`config.mk`:
```
export PLATFORM = sky130hd
export DESIGN_NAME = tcdm_bank_rr_arbiter
export DESIGN_NICKNAME = d
export VERILOG_FILES = /design/src/rtl/tcdm_bank_rr_arbiter.sv
export SDC_FILE = /design/constraint.sdc
export NUM_CORES = 1
export LEC_CHECK = 0
export CAP_MARGIN = 0
export CORE_AREA = 2 2 335 337
export CTS_CLUSTER_DIAMETER = 30
export DETAILED_ROUTE_END_ITERATION = 8
export DIE_AREA = 0 0 337 339
export PLACE_DENSITY = 0.39
export SLEW_MARGIN = 10
export SYNTH_ARGS = -nofsm -noshare
export SYNTH_HDL_FRONTEND = slang
export SYNTH_SLANG_ARGS = --single-unit
```
`constraint.sdc`:
```
create_clock -name Clk -period 6.2 [get_ports Clk]
set_input_delay 1.24 -clock Clk [delete_from_list [all_inputs] [get_ports Clk]]
set_output_delay 1.24 -clock Clk [all_outputs]
set_load 0.005 [all_outputs]
```
`src/rtl/tcdm_bank_rr_arbiter.sv`:
```
// Round-robin arbiter sharing one TCDM bank between NB_REQ load/store ports.
// Drives the bank pins directly and returns a one-cycle-latency response.
module tcdm_bank_rr_arbiter #(
   parameter int NB_REQ         = 16,
   parameter int ADDR_MEM_WIDTH = 10,
   parameter int DATA_WIDTH     = 32,
   parameter int CNT_WIDTH      = 16
) (
   input  logic                                      Clk,
   input  logic                                      Reset,
   input  logic                                      Bank_En_I,
   input  logic [NB_REQ-1:0]                         Req_I,
   input  logic [NB_REQ-1:0]                         Wen_I,
   input  logic [NB_REQ-1:0][ADDR_MEM_WIDTH-1:0]     Addr_I,
   input  logic [NB_REQ-1:0][DATA_WIDTH-1:0]         Wdata_I,
   output logic [NB_REQ-1:0]                         Gnt_O,
   output logic [NB_REQ-1:0]                         R_Valid_O,
   output logic [DATA_WIDTH-1:0]                     R_Data_O,
   output logic                                      Bank_CSN_O,
   output logic                                      Bank_WEN_O,
   output logic [ADDR_MEM_WIDTH-1:0]                 Bank_A_O,
   output logic [DATA_WIDTH-1:0]                     Bank_D_O,
   input  logic [DATA_WIDTH-1:0]                     Bank_Q_I,
   input  logic                                      Cnt_Clr_I,
   output logic [CNT_WIDTH-1:0]                      Conflict_Cnt_O
);

   localparam int PTR_W = (NB_REQ > 1) ? $clog2(NB_REQ) : 1;

   logic [PTR_W-1:0]          ptr_q;
   logic [PTR_W-1:0]          win_idx;
   logic                      win_vld;
   logic                      grant_en;
   logic [NB_REQ-1:0]         rsp_q;
   logic [ADDR_MEM_WIDTH-1:0] a_q;
   logic [DATA_WIDTH-1:0]     d_q;
   logic [CNT_WIDTH-1:0]      cnt_q;
   logic                      multi_req;

   // Scan from the priority pointer upward, wrapping at NB_REQ-1.
   always_comb begin
      int j;
      win_vld = 1'b0;
      win_idx = '0;
      j       = 0;
      for (int i = 0; i < NB_REQ; i++) begin
         j = int'(ptr_q) + i;
         if (j >= NB_REQ) j = j - NB_REQ;
         if (!win_vld && Req_I[j]) begin
            win_vld = 1'b1;
            win_idx = PTR_W'(j);
         end
      end
   end

   // Reset gates the grant so the bank stays deselected while held in reset.
   assign grant_en   = Reset & Bank_En_I & win_vld;
   assign Gnt_O      = grant_en ? (NB_REQ'(1) << win_idx) : '0;
   assign Bank_CSN_O = ~grant_en;
   assign Bank_WEN_O = grant_en ? Wen_I[win_idx] : 1'b1;
   assign Bank_A_O   = grant_en ? Addr_I[win_idx] : a_q;
   assign Bank_D_O   = grant_en ? Wdata_I[win_idx] : d_q;

   assign R_Valid_O      = rsp_q;
   assign R_Data_O       = Bank_Q_I;
   assign Conflict_Cnt_O = cnt_q;
   assign multi_req      = |(Req_I & (Req_I - NB_REQ'(1)));

   always_ff @(posedge Clk or negedge Reset) begin
      if (!Reset) begin
         ptr_q <= '0;
         rsp_q <= '0;
         a_q   <= '0;
         d_q   <= '0;
      end else begin
         rsp_q <= Gnt_O;
         if (grant_en) begin
            ptr_q <= (win_idx == PTR_W'(NB_REQ - 1)) ? '0 : win_idx + PTR_W'(1);
            a_q   <= Bank_A_O;
            d_q   <= Bank_D_O;
         end
      end
   end

   always_ff @(posedge Clk or negedge Reset) begin
      if (!Reset) begin
         cnt_q <= '0;
      end else if (Cnt_Clr_I) begin
         cnt_q <= '0;
      end else if (Bank_En_I && multi_req && !(&cnt_q)) begin
         cnt_q <= cnt_q + CNT_WIDTH'(1);
      end
   end

endmodule

```
==> flow_summary.yaml <==
status:
  status: "complete, but fails checks"
  violations_in_the_final_reports: "negative setup slack"
cts:
  insertion_delay_ps: 400
  clk_pin_slew_ps: 70
  tritoncts_clock_tree: "yes"
  tritoncts.num_buffers: 9
  cts_hold_repair_buffers: 0
  clock_sinks: 78
  clk_root_buffer_cell: "sky130_fd_sc_hd__clkbuf_16"
  clk_path_buf_depth: 2
  cts_htree_levels: 3
layout:
  sequential_cell_area_um2: 1950
  multi_input_comb_area_um2: 11300
  drive_above_1_share_pct: 33.0
  flow.area_growth_from_synthesis_pct: 131
  final_cell_mix: "722 x sky130_fd_sc_hd__clkdlybuf4s50_1, 496 x sky130_fd_sc_hd__nand2_1, 378 x sky130_fd_sc_hd__buf_4"
  final-instance-count-excl-fill: 4470
  filler_cell_count: 12200
  leading_cell_type_in_the_layout_fill_and_taps_excluded: "sky130_fd_sc_hd__clkdlybuf4s50_1"
  design.final.nets: 3715
critical_path:
  required_ps: 4960
  timing_worst_setup_path_type: "input port to output port"
  critical_path.endpoint_type: "output port"
  cp_slowest_cell: "sky130_fd_sc_hd__mux4_2"
  timing.reg2reg.setup_slack_ps: -270
  critical_path.cell_chain: "buf_2 -> mux4_2 -> buf_4 -> mux2_2 -> mux2i_1 -> buf_4 -> a31oi_1 -> or4_4 -> a32oi_4 -> buf_12 -> inv_16 -> buf_16 -> buf_8 -> buf_6 -> nand2_4 -> and3_4 -> a311oi_2 -> a221o_1 -> a31o_2 -> buf_6"
  slowest_delay_ps: 490
  cpLargestDelayFamily: "buffers and inverters"
  timing.critical_path.from: "Req_I[13]"
  worst_r2r_endpoint: "d_q[12]"
  start_kind: "input port"
  cp.arrival_ps: 5500
  timing.reg2reg.worst_path_depth: 34
  critical_path.n_buffers_inverters: 9
  crit_fanout: 8
  launching_point_of_the_worst_reg2reg_path: "ptr_q[0]"
run:
  cap_viol_max_count: 0
global_route:
  overall_global_routing_usage_pct: 19.4
  antenna_found_initial: 39
  grt_pass1_vias: 19900
  grt_max_degree: 50
  overflow: 0
  global_route_wire_length_before_repair_um: 156000
logic_synthesis:
  ys.warnings.count: 0
  synthFlopType: "sky130_fd_sc_hd__dfrtp_1"
  synth_enable_flop_cells: 0
  synthesis.nets: 2570
  post_synthesis_sequential_element_count: 78
  asyncSetResetFlopFracSynth_pct: 100
  syn-mean-instance-area_um2: 6.87
  mappedNetlistArea_um2: 12500
  synth_seq_area_share_pct: 15.6
  postSynthCellCount: 1818
  synth.lib_cells_used.distinct: 71
timing:
  clock-skew-final_ps: 13.3
  drv_slew: 0
  setup_violations: 55
  worst_hold_slack_ps: 499
  timing.slew.headroom_pct: 39.7
  timing.final.hold_violations: 0
  worst_pin_slew_ps: 904
  timing.final.crit_share_pct: 109
  fin_ws_ps: -542
  finalSetupTns_ps: -19950
  finalCriticalPeriod_ps: 6740
  grt_setup_unrepaired: "yes"
  timing_limited_maximum_frequency_ghz: 0.148
route:
  via_per_inst: 4.30
  detail_route.wirelength_um: 116000
  routed_wire_length_per_instance_um: 25.9
  first_pass_iters: 5
  num_vias: 19200
  detailedRoute.firstIterationViolations: 1230
  drtAntennaViolNets: 0
  drcViolationCount: 0
worst_hold_path:
  min_path_cells: 2
  holdPathEnd: "d_q[20]"
  min-delay-start: "d_q[20]"
  min_path_type: "register to register"
placement:
  place.detailed.instances: 4282
  gp_congestion: 0.911
  place_hpwl_um: 92900
  dpl_worst_slack_ps: -1650
  place.port_buffers: 799
floorplanning:
  core.rowCount: 122
  fp.dieW_um: 337
  die_h_um: 339
  fp.dieArea_um2: 114000
  ios: 864
  design.core.area_um2: 110000
  initial_utilization_pct: 11.3
[kinds of logic (layout without fill, tap and decap cells)]
group,after synthesis,after routing,share of synthesized area (%)
xor+xnor,28,28,2.11
mux,156,156,16.7
compound gates,427,427,25.0
other cells,0,14,0
flops,78,78,15.6
simple gates,895,895,30.9
fa+ha+maj,16,16,1.52
buf+inv,218,1368,8.11
[worst reg2reg max path: cells and delay by family (launching register included)]
family                 cells  cell delay, ps
buffers and inverters     22            3130
muxes                      3            1180
and+or+nand+nor            5             890
AOI/OAI and AO/OA          4             750
DFF                        1             470
[stage by stage]
step | instance area, µm² | utilization, %
after floorplan | 12500 | -
after global placement | 24800 | 22.4
after detailed placement | 24800 | 22.4
after CTS | 28200 | 25.6
after global routing | 28900 | 26.1
final | 28900 | 26.2
[how the worst max path moves through the flow]
stage	slack, ps	cells past startpoint	end
6_report	-540	20	Bank_D_O[12]
5_1_grt	-670	20	Bank_D_O[12]
3_5_place_dp	-1650	17	Bank_D_O[14]
4_1_cts	-570	19	Bank_D_O[17]
3_3_place_gp	-1720	19	Bank_D_O[31]
2_1_floorplan	10	14	Bank_A_O[9]
[cells in the mapped netlist (all sizes together) (4+ instances only)]
cell	count	share of area [%]
mux4	39	7.0
a31oi	65	3.3
a32oi	8	0.71
maj3	4	0.32
a221o	5	0.40
a211o	4	0.28
nand2	525	16
a21oi	92	3.7
o211ai	4	0.24
nand4	11	0.55
o221a	18	1.6
and3	82	4.1
a311oi	5	0.35
a32o	18	1.4
o22ai	44	2.2
o211a	10	0.80
or4	8	0.48
nor3	43	1.7
nand3	68	2.8
buf	106	4.7
a221oi	15	1.1
o221ai	20	1.4
ha	12	1.2
xor2	12	0.84
o22a	14	0.98
a31o	10	0.70
inv	18	0.54
nor2b	5	0.25
nor2	122	3.7
nand2b	8	0.40
mux2i	89	7.1
xnor2	16	1.3
a211oi	19	1.1
and2	8	0.40
mux2	28	2.6
a311o	13	1.0
o21ai	25	1.0
clkbuf	91	2.7
a22oi	5	0.30
dfrtp	78	16
a21o	9	0.54
or3	7	0.35
[registers in the layout, indices dropped and copies added (netlist names)]
name            count
d_q                32
Conflict_Cnt_O     16
R_Valid_O          16
a_q                10
ptr_q               4
[routing by layer]
metal / part of all wire [%] / vias up / global-route usage, %
met2: 49 / 800 / 33.5
met4: 2.8 / 28 / 5.48
met1: 41 / 9308 / 23.6
met3: 7.8 / 148 / 5.13
li1: - / 8958 / -
met5: 0.15 / - / 0
[layout make-up]
type,count,share of cell area (%)
clock inverter,3,0.147
sequential,78,6.77
timing repair buffer,1329,46.1
clock buffer,13,0.902
tap,1488,6.45
timing repair inverter,2,0.139
antenna,14,0.121
multi-input combinational,1522,39.0
inverter,21,0.390
[what timing repair did]
item / CTS / global route
pin swaps: 148 / 64
setup buffers: 130 / 27
setup endpoints to repair: 60 / 61
resized for setup: 700 / 100
cloned: 16 / 2
Power is not shown: default switching activity piles up to over one toggle a cycle in this logic, so the estimate is an artifact.
